[src/rtl/change_dispenser_ctrl.sv]
// Change dispenser controller: pays out 10/5/1-unit coins greedily,
// one hopper request at a time, with an ack timeout abort.
module change_dispenser_ctrl #(
    parameter logic [7:0]  INIT10  = 8'd20,
    parameter logic [7:0]  INIT5   = 8'd20,
    parameter logic [7:0]  INIT1   = 8'd20,
    parameter int unsigned TIMEOUT = 16
) (
    input  logic       clk,
    input  logic       rst,
    input  logic       start_i,
    input  logic [7:0] change_amt_i,
    input  logic       refill_i,
    input  logic       hop_ack_i,
    output logic       hop_req_o,
    output logic [1:0] hop_sel_o,
    output logic       busy_o,
    output logic       done_o,
    output logic       short_o,
    output logic       fault_o,
    output logic [7:0] remain_o,
    output logic [7:0] stock10_o,
    output logic [7:0] stock5_o,
    output logic [7:0] stock1_o
);

    localparam int TW = (TIMEOUT > 1) ? $clog2(TIMEOUT) : 1;
    localparam logic [TW-1:0] TMR_LAST = TW'(TIMEOUT - 1);

    localparam logic [1:0] SEL_NONE = 2'b00;
    localparam logic [1:0] SEL_ONE  = 2'b01;
    localparam logic [1:0] SEL_FIVE = 2'b10;
    localparam logic [1:0] SEL_TEN  = 2'b11;

    typedef enum logic [1:0] {
        IDLE,
        SELECT,
        REQ,
        DONE
    } state_t;

    state_t        state_q;
    logic          accepted_q;
    logic [7:0]    remain_q;
    logic [7:0]    stock10_q;
    logic [7:0]    stock5_q;
    logic [7:0]    stock1_q;
    logic          hop_req_q;
    logic [1:0]    hop_sel_q;
    logic          busy_q;
    logic          done_q;
    logic          short_q;
    logic          fault_q;
    logic [TW-1:0] tmr_q;

    logic [1:0]    sel_d;
    logic [7:0]    coin_val;

    // Greedy choice from what is still owed and what is in stock.
    always_comb begin
        sel_d = SEL_NONE;
        if (remain_q >= 8'd10 && stock10_q != 8'd0) begin
            sel_d = SEL_TEN;
        end else if (remain_q >= 8'd5 && stock5_q != 8'd0) begin
            sel_d = SEL_FIVE;
        end else if (remain_q != 8'd0 && stock1_q != 8'd0) begin
            sel_d = SEL_ONE;
        end
    end

    always_comb begin
        coin_val = 8'd0;
        case (hop_sel_q)
            SEL_TEN:  coin_val = 8'd10;
            SEL_FIVE: coin_val = 8'd5;
            SEL_ONE:  coin_val = 8'd1;
            default:  coin_val = 8'd0;
        endcase
    end

    always_ff @(posedge clk) begin
        if (rst) begin
            state_q    <= IDLE;
            accepted_q <= 1'b0;
            remain_q   <= 8'd0;
            stock10_q  <= INIT10;
            stock5_q   <= INIT5;
            stock1_q   <= INIT1;
            hop_req_q  <= 1'b0;
            hop_sel_q  <= SEL_NONE;
            busy_q     <= 1'b0;
            done_q     <= 1'b0;
            short_q    <= 1'b0;
            fault_q    <= 1'b0;
            tmr_q      <= '0;
        end else begin
            done_q <= 1'b0;
            unique case (state_q)
                IDLE: begin
                    // Accepted request spends one cycle here before SELECT.
                    if (accepted_q) begin
                        accepted_q <= 1'b0;
                        state_q    <= SELECT;
                    end else if (start_i) begin
                        accepted_q <= 1'b1;
                        busy_q     <= 1'b1;
                        remain_q   <= change_amt_i;
                        short_q    <= 1'b0;
                        fault_q    <= 1'b0;
                    end else if (refill_i) begin
                        stock10_q <= INIT10;
                        stock5_q  <= INIT5;
                        stock1_q  <= INIT1;
                    end
                end
                SELECT: begin
                    if (sel_d != SEL_NONE) begin
                        hop_req_q <= 1'b1;
                        hop_sel_q <= sel_d;
                        tmr_q     <= '0;
                        state_q   <= REQ;
                    end else begin
                        done_q  <= 1'b1;
                        short_q <= (remain_q != 8'd0);
                        state_q <= DONE;
                    end
                end
                REQ: begin
                    if (hop_ack_i) begin
                        remain_q  <= remain_q - coin_val;
                        case (hop_sel_q)
                            SEL_TEN:  stock10_q <= stock10_q - 8'd1;
                            SEL_FIVE: stock5_q  <= stock5_q - 8'd1;
                            SEL_ONE:  stock1_q  <= stock1_q - 8'd1;
                            default:  ;
                        endcase
                        hop_req_q <= 1'b0;
                        hop_sel_q <= SEL_NONE;
                        state_q   <= SELECT;
                    end else if (tmr_q == TMR_LAST) begin
                        hop_req_q <= 1'b0;
                        hop_sel_q <= SEL_NONE;
                        fault_q   <= 1'b1;
                        short_q   <= 1'b1;
                        done_q    <= 1'b1;
                        state_q   <= DONE;
                    end else begin
                        tmr_q <= tmr_q + TW'(1);
                    end
                end
                DONE: begin
                    busy_q  <= 1'b0;
                    state_q <= IDLE;
                end
                default: state_q <= IDLE;
            endcase
        end
    end

    assign hop_req_o = hop_req_q;
    assign hop_sel_o = hop_sel_q;
    assign busy_o    = busy_q;
    assign done_o    = done_q;
    assign short_o   = short_q;
    assign fault_o   = fault_q;
    assign remain_o  = remain_q;
    assign stock10_o = stock10_q;
    assign stock5_o  = stock5_q;
    assign stock1_o  = stock1_q;

endmodule

[config.mk]
export PLATFORM = sky130hd
export DESIGN_NAME = change_dispenser_ctrl
export DESIGN_NICKNAME = d
export VERILOG_FILES = /design/src/rtl/change_dispenser_ctrl.sv
export SDC_FILE = /design/constraint.sdc
export NUM_CORES = 1
export LEC_CHECK = 0
export CAP_MARGIN = 5
export CORE_ASPECT_RATIO = 0.6
export CORE_MARGIN = 3
export CORE_UTILIZATION = 35
export CTS_CLUSTER_DIAMETER = 30
export CTS_CLUSTER_SIZE = 10
export DETAILED_ROUTE_END_ITERATION = 6
export GPL_ROUTABILITY_DRIVEN = 0
export PLACE_DENSITY = 0.63
export SLEW_MARGIN = 40
export SYNTH_ARGS = -nofsm -noshare
export SYNTH_HDL_FRONTEND = slang
export SYNTH_SLANG_ARGS = --single-unit
[constraint.sdc]
create_clock -name clk -period 5.7 [get_ports clk]
set_input_delay 1.14 -clock clk [delete_from_list [all_inputs] [get_ports clk]]
set_output_delay 1.14 -clock clk [all_outputs]
set_load 0.01 [all_outputs]
# ---- Yosys cells after proc, flatten, opt, wreduce, memory -nomap -nowiden
# Cells that the tools add are included.
dict set report classes {
  n_addsub 5
  multipliers 0
  div 0
  order_cmp 2
  eq_ne 22
  shift 0
  muxes 53
  bitwise 0
  n_reduce_logical 23
}
# operator count
set ops {}
lappend ops {{2-to-1 mux 8 bit} 12}
lappend ops {{case mux 8 bit (2 select lines)} 4}
lappend ops {{nonzero test 8 bit} 4}
lappend ops {{AND reduction 6 bit} 4}
lappend ops {{subtractor 8 x 1 -> 8 bit (second input constant)} 3}
lappend ops {{inequality test 2 bit (second input constant)} 11}
lappend ops {{2-to-1 mux 1 bit} 17}
lappend ops {{2-to-1 mux 2 bit} 8}
lappend ops {{2-to-1 mux 4 bit} 3}
lappend ops {{case mux 4 bit (3 select lines)} 1}
lappend ops {{== test 2 bit (second input constant)} 4}
lappend ops {{>= comparator 8 x 3 -> 1 bit (second input constant)} 1}
lappend ops {{>= comparator 8 x 4 -> 1 bit (second input constant)} 1}
lappend ops {{case mux 1 bit (2 select lines)} 4}
lappend ops {{case mux 2 bit (4 select lines)} 1}
lappend ops {{case mux 4 bit (2 select lines)} 1}
lappend ops {{AND reduction 4 bit} 2}
lappend ops {{nonzero test 2 bit} 4}
lappend ops {{subtractor 8 bit} 1}
lappend ops {{inequality test 2 x 1 -> 1 bit (second input constant)} 3}
lappend ops {{AND reduction 3 bit} 2}
lappend ops {{AND reduction 5 bit} 1}
lappend ops {{adder 4 x 1 -> 4 bit (second input constant)} 1}
lappend ops {{== test 2 x 1 -> 1 bit (second input constant)} 2}
lappend ops {{other kinds (8)} 10}
dict set report word_totals {
  regBits 46
  latchBits 0
  ramBits 0
  mem_bits_ro 0
  input_bits 13
  output_inout_bits 39
  word_cells 118
  memories 0
}

# ---- Longest topological paths before layout
dict set report logic_depth {
  word_depth 8
  mapped_depth 11
  ltp_nobuf 11
}

# ---- Worst setup path before layout
# OpenSTA, ideal clock, no wires.
dict set report synth_timing {
  path_kind {input port to flip-flop}
  startpoint {in start_i}
  endpoint {reg stock1_q[6] (netlist: stock1_o[6])}
  setup_time_ns 0.117
  t_arrival_ns 2.480
  required_time_ns 5.583
  path_slack_ns 3.103
  path_stages 6
  n_path_buf 0
  path_cell_list {or3b_4 > a221oi_4 > nand2_1 > nor4b_2 > xnor2_1 > nor2_1}
}
dict set report synth_via {
  elab_chain_cells 2
}
# element line
set synth_rtl {}
lappend synth_rtl {{start, declared} 11} ;# input logic start_i,
lappend synth_rtl {{inequality test 2 bit (no source line)} -}
lappend synth_rtl {{AND reduction 6 bit (no source line)} -}
lappend synth_rtl {{end signal, assigned} 134} ;# SEL_ONE: stock1_q <= stock1_q - 8'd1;
lappend synth_rtl {{end, declared} 47} ;# logic [7:0] stock1_q;
# No other way between the ends.
# A chain may end at the register's enable or synchronous reset.

# ---- Final worst setup path
dict set report layout_timing {
  startpoint {in hop_ack_i}
  endpoint {reg remain_q[7] (netlist: remain_o[7])}
}
dict set report layout_via {
  elab_chain_cells 2
}
# element line
set layout_rtl {}
lappend layout_rtl {{start, declared} 14} ;# input logic hop_ack_i,
lappend layout_rtl {{inequality test 2 bit (no source line)} -}
lappend layout_rtl {{AND reduction 4 bit (no source line)} -}
lappend layout_rtl {{end signal, assigned} 107} ;# remain_q <= change_amt_i;
lappend layout_rtl {{end signal, assigned} 130} ;# remain_q <= remain_q - coin_val;
lappend layout_rtl {{end, declared} 44} ;# logic [7:0] remain_q;
# No other way between the ends.

==> results_dict.tcl <==
set metrics [dict create \
    outcome "finished clean" \
    top_library_cells_by_usage_in_the_layout_fill_and_taps_aside "sky130_fd_sc_hd__clkdlybuf4s50_1, sky130_fd_sc_hd__dfxtp_1, sky130_fd_sc_hd__nor2_1, sky130_fd_sc_hd__nand2_1, sky130_fd_sc_hd__inv_1" \
    clock_insertion_delay_worst_skew_ps 280 \
    core_area_sq_um 7022 \
    max_freq_ghz 0.3236 \
    multiplexer_area_fraction_after_synthesis_pct 1.600 \
    gr-usage-all-layers_pct 15.84 \
    final_area_sq_um 3426 \
    post_synth_instance_area_sq_um 2659 \
    port-buffer-count 51 \
    tritoncts_clock_tree "built" \
    cts_hold_buf 0 \
    synth_flop_cell "sky130_fd_sc_hd__dfxtp_1" \
    drt_pass1_iterations 4 \
    first_pass_grt_wire_length_um 11050 \
    synth-xor-area-share_pct 6.588 \
    synth_edf_count 0 \
    fp.dieW_um 118.5 \
    clk_pin_slew_worst_paths_ps 60 \
    timing_worst_setup_path_type "primary input to register" \
    fin_tns_setup_ps 0 \
    postCtsSetupRepairBufs 0 \
    via_count 2317 \
    timing_hold_violations_final 0 \
    max_vdd_drop_v 0.0002200 \
    max_cap_viol_count 0 \
    flow.area_growth_from_synthesis_pct 28.85 \
    antenna_left 0 \
    post_cts_resize_count 0 \
    relative_slew_margins_pct 51.98 \
    synth_simple_gate_area_share_pct 24.24 \
    cts_made_buffers 5 \
    asyncSetResetFlopFracSynth_pct 0 \
    first_iter_violations 148 \
    layout_commonest_cell "sky130_fd_sc_hd__clkdlybuf4s50_1" \
    synth_top_family_by_area "simple AND/OR/NAND/NOR gates" \
    dp.final_hpwl_um 5085 \
    endpoint_arrival_time_on_the_critical_path_ps 3260 \
    min-delay-path-class "register to register" \
    startpoint_type "primary input" \
    syn_area_per_cell_sq_um 8.746 \
    synth_adder_area_share_pct 8.282 \
    boundaryPins 52 \
    endpoint_kind "register" \
    synth_compound_area_share_pct 20.38 \
    cts_max_path_buffers 2 \
    die_area_sq_um 8712 \
    grt-ovfl-total 0 \
    maxSlewViolCount 0 \
    power.leakage_nw 1.214 \
    pwr_density_cell_nw_per_um2 531.3 \
    antennaDiodeCount 0 \
    post_drt_via_cell_ratio 5.115 \
    finClkSkew_ps 5.115 \
    pin_count_of_the_biggest_net_entering_global_routing 21 \
    totalWireLength_um 6806 \
    timing_worst_slew_pin_value_ps 720.3 \
    synth.yosys.warnings 0 \
    placed_cell_area_sq_um 3262 \
    grt_antenna_before_repair 0 \
    critical_path_peak_fanout 14 \
    period_share_pct 54.21 \
    cts_max_level 2 \
    synth.yosys.seq_area_share_pct 34.64 \
    wire_per_inst_um 15.02 \
    final_layout_size_suffix_gt1_share_pct 7.932 \
    ys_ff_latch 46 \
    final_net_count 383 \
    rows 23 \
    setup_viol_count_final 0 \
    clock_tree.root_cell "sky130_fd_sc_hd__clkbuf_16" \
    route.detailed.drc 0 \
    cts.sinks 46 \
    critical_path_required_ps 5870 \
    filler_cell_count 678 \
    grt_pass1_vias 2127 \
    setup_repair_after_global_routing_missed_its_margin "false" \
    post-route-min-period_ps 3090 \
    synth_nets 334 \
    start_util_pct 37.87 \
    synthDistinctLibCells 59 \
    syn_inst 304 \
    die-height_um 73.51 \
]
[per-layer routing]
layer	global-route usage, %	part of all wire (%)	up-vias
li1	-	-	1173
met2	19.94	36	82
met5	0	0	-
met1	25.82	56	1057
met4	2.567	0.43	0
met3	4.615	7.1	5
[cells in the mapped netlist (all sizes together) (2+ instances only)]
cell	count	area share (%)
nand2b	5	1.2
or3	4	1.1
a211oi	8	2.7
o22ai	3	0.71
dfxtp	46	35
ha	16	7.5
a32oi	2	0.94
a31oi	2	0.71
inv	19	2.7
o21ai	13	2.4
xnor2	12	4.0
nand2	29	4.1
mux2i	3	1.6
a221oi	2	2.0
xor2	8	2.6
nor2	39	5.5
or4	2	0.71
nor4	6	1.4
a21o	3	0.85
and3	3	0.89
o41ai	3	1.6
a21oi	18	3.8
nor4b	3	2.0
nor3	11	2.1
clkbuf	4	0.56
nor2b	5	1.2
a22oi	3	0.85
buf	5	0.89
nand3b	4	1.1
nand3	7	1.8
[critical path, stage by stage]
cell and delay [ps]:
sky130_fd_sc_hd__clkdlybuf4s50_1 510, sky130_fd_sc_hd__mux2i_4 350, sky130_fd_sc_hd__nand2b_1 550, sky130_fd_sc_hd__nor2_1 210, sky130_fd_sc_hd__a22o_1 220, sky130_fd_sc_hd__o31a_1 280
[metrics by stage]
step	power [mW]	instances	worst slack, ps	util [%]	hold slack (ps)
3_3_place_gp	1.458	446	1969	46.36	472.2
2_1_floorplan	1.174	304	3103	-	452.0
6_report	1.820	453	2610	48.79	499.1
4_1_cts	1.818	453	2626	48.86	493.5
3_5_place_dp	1.474	446	2318	46.45	487.0
5_1_grt	1.949	453	2556	48.79	527.8
[state kept, by name (all words and copies together), names as in the netlist]
signal / flops
remain_o: 8
stock10_o: 8
stock1_o: 8
stock5_o: 8
tmr_q: 4
hop_sel_o: 2
state_q: 2
accepted_q: 1
busy_o: 1
done_o: 1
fault_o: 1
hop_req_o: 1
short_o: 1
[cell type report]
| type | instances | area (sq um) | share of cell area, % |
|---|---|---|---|
| inverter | 20 | 75.07 | 2.191 |
| multi-input combinational | 229 | 1630 | 47.59 |
| tap | 100 | 125.1 | 3.652 |
| clock buffer | 6 | 138.9 | 4.054 |
| timing repair buffer | 51 | 505.5 | 14.76 |
| clock inverter | 1 | 30.03 | 0.8766 |
| sequential | 46 | 920.9 | 26.88 |
[path summary, 6_finish.rpt]
path,start,end,slack [ps],cells after the start
max,hop_ack_i,remain_o[7],2610,6
max reg2reg,state_q[0],remain_o[7],2850,7
min,hop_req_o,hop_req_o,500,1
min reg2reg,hop_req_o,hop_req_o,500,1
[power breakdown]
group / total (mW) / switching [mW] / internal [mW] / leakage, nW
logic: 0.970 / 0.546 / 0.424 / 0.756
clock network: 0.338 / 0.121 / 0.217 / 0.0829
registers: 0.512 / 0.115 / 0.397 / 0.375
total: 1.82 / 0.783 / 1.04 / 1.21
[kinds of logic after synthesis]
kind of cell | after synthesis
buffers and inverters | 29
adders and majority gates | 17
and+or+nand+nor | 121
xor gates and xnor gates | 20
muxes | 3
DFF | 46
AOI/OAI and AO/OA | 68
(Power assumes the default switching activity.)
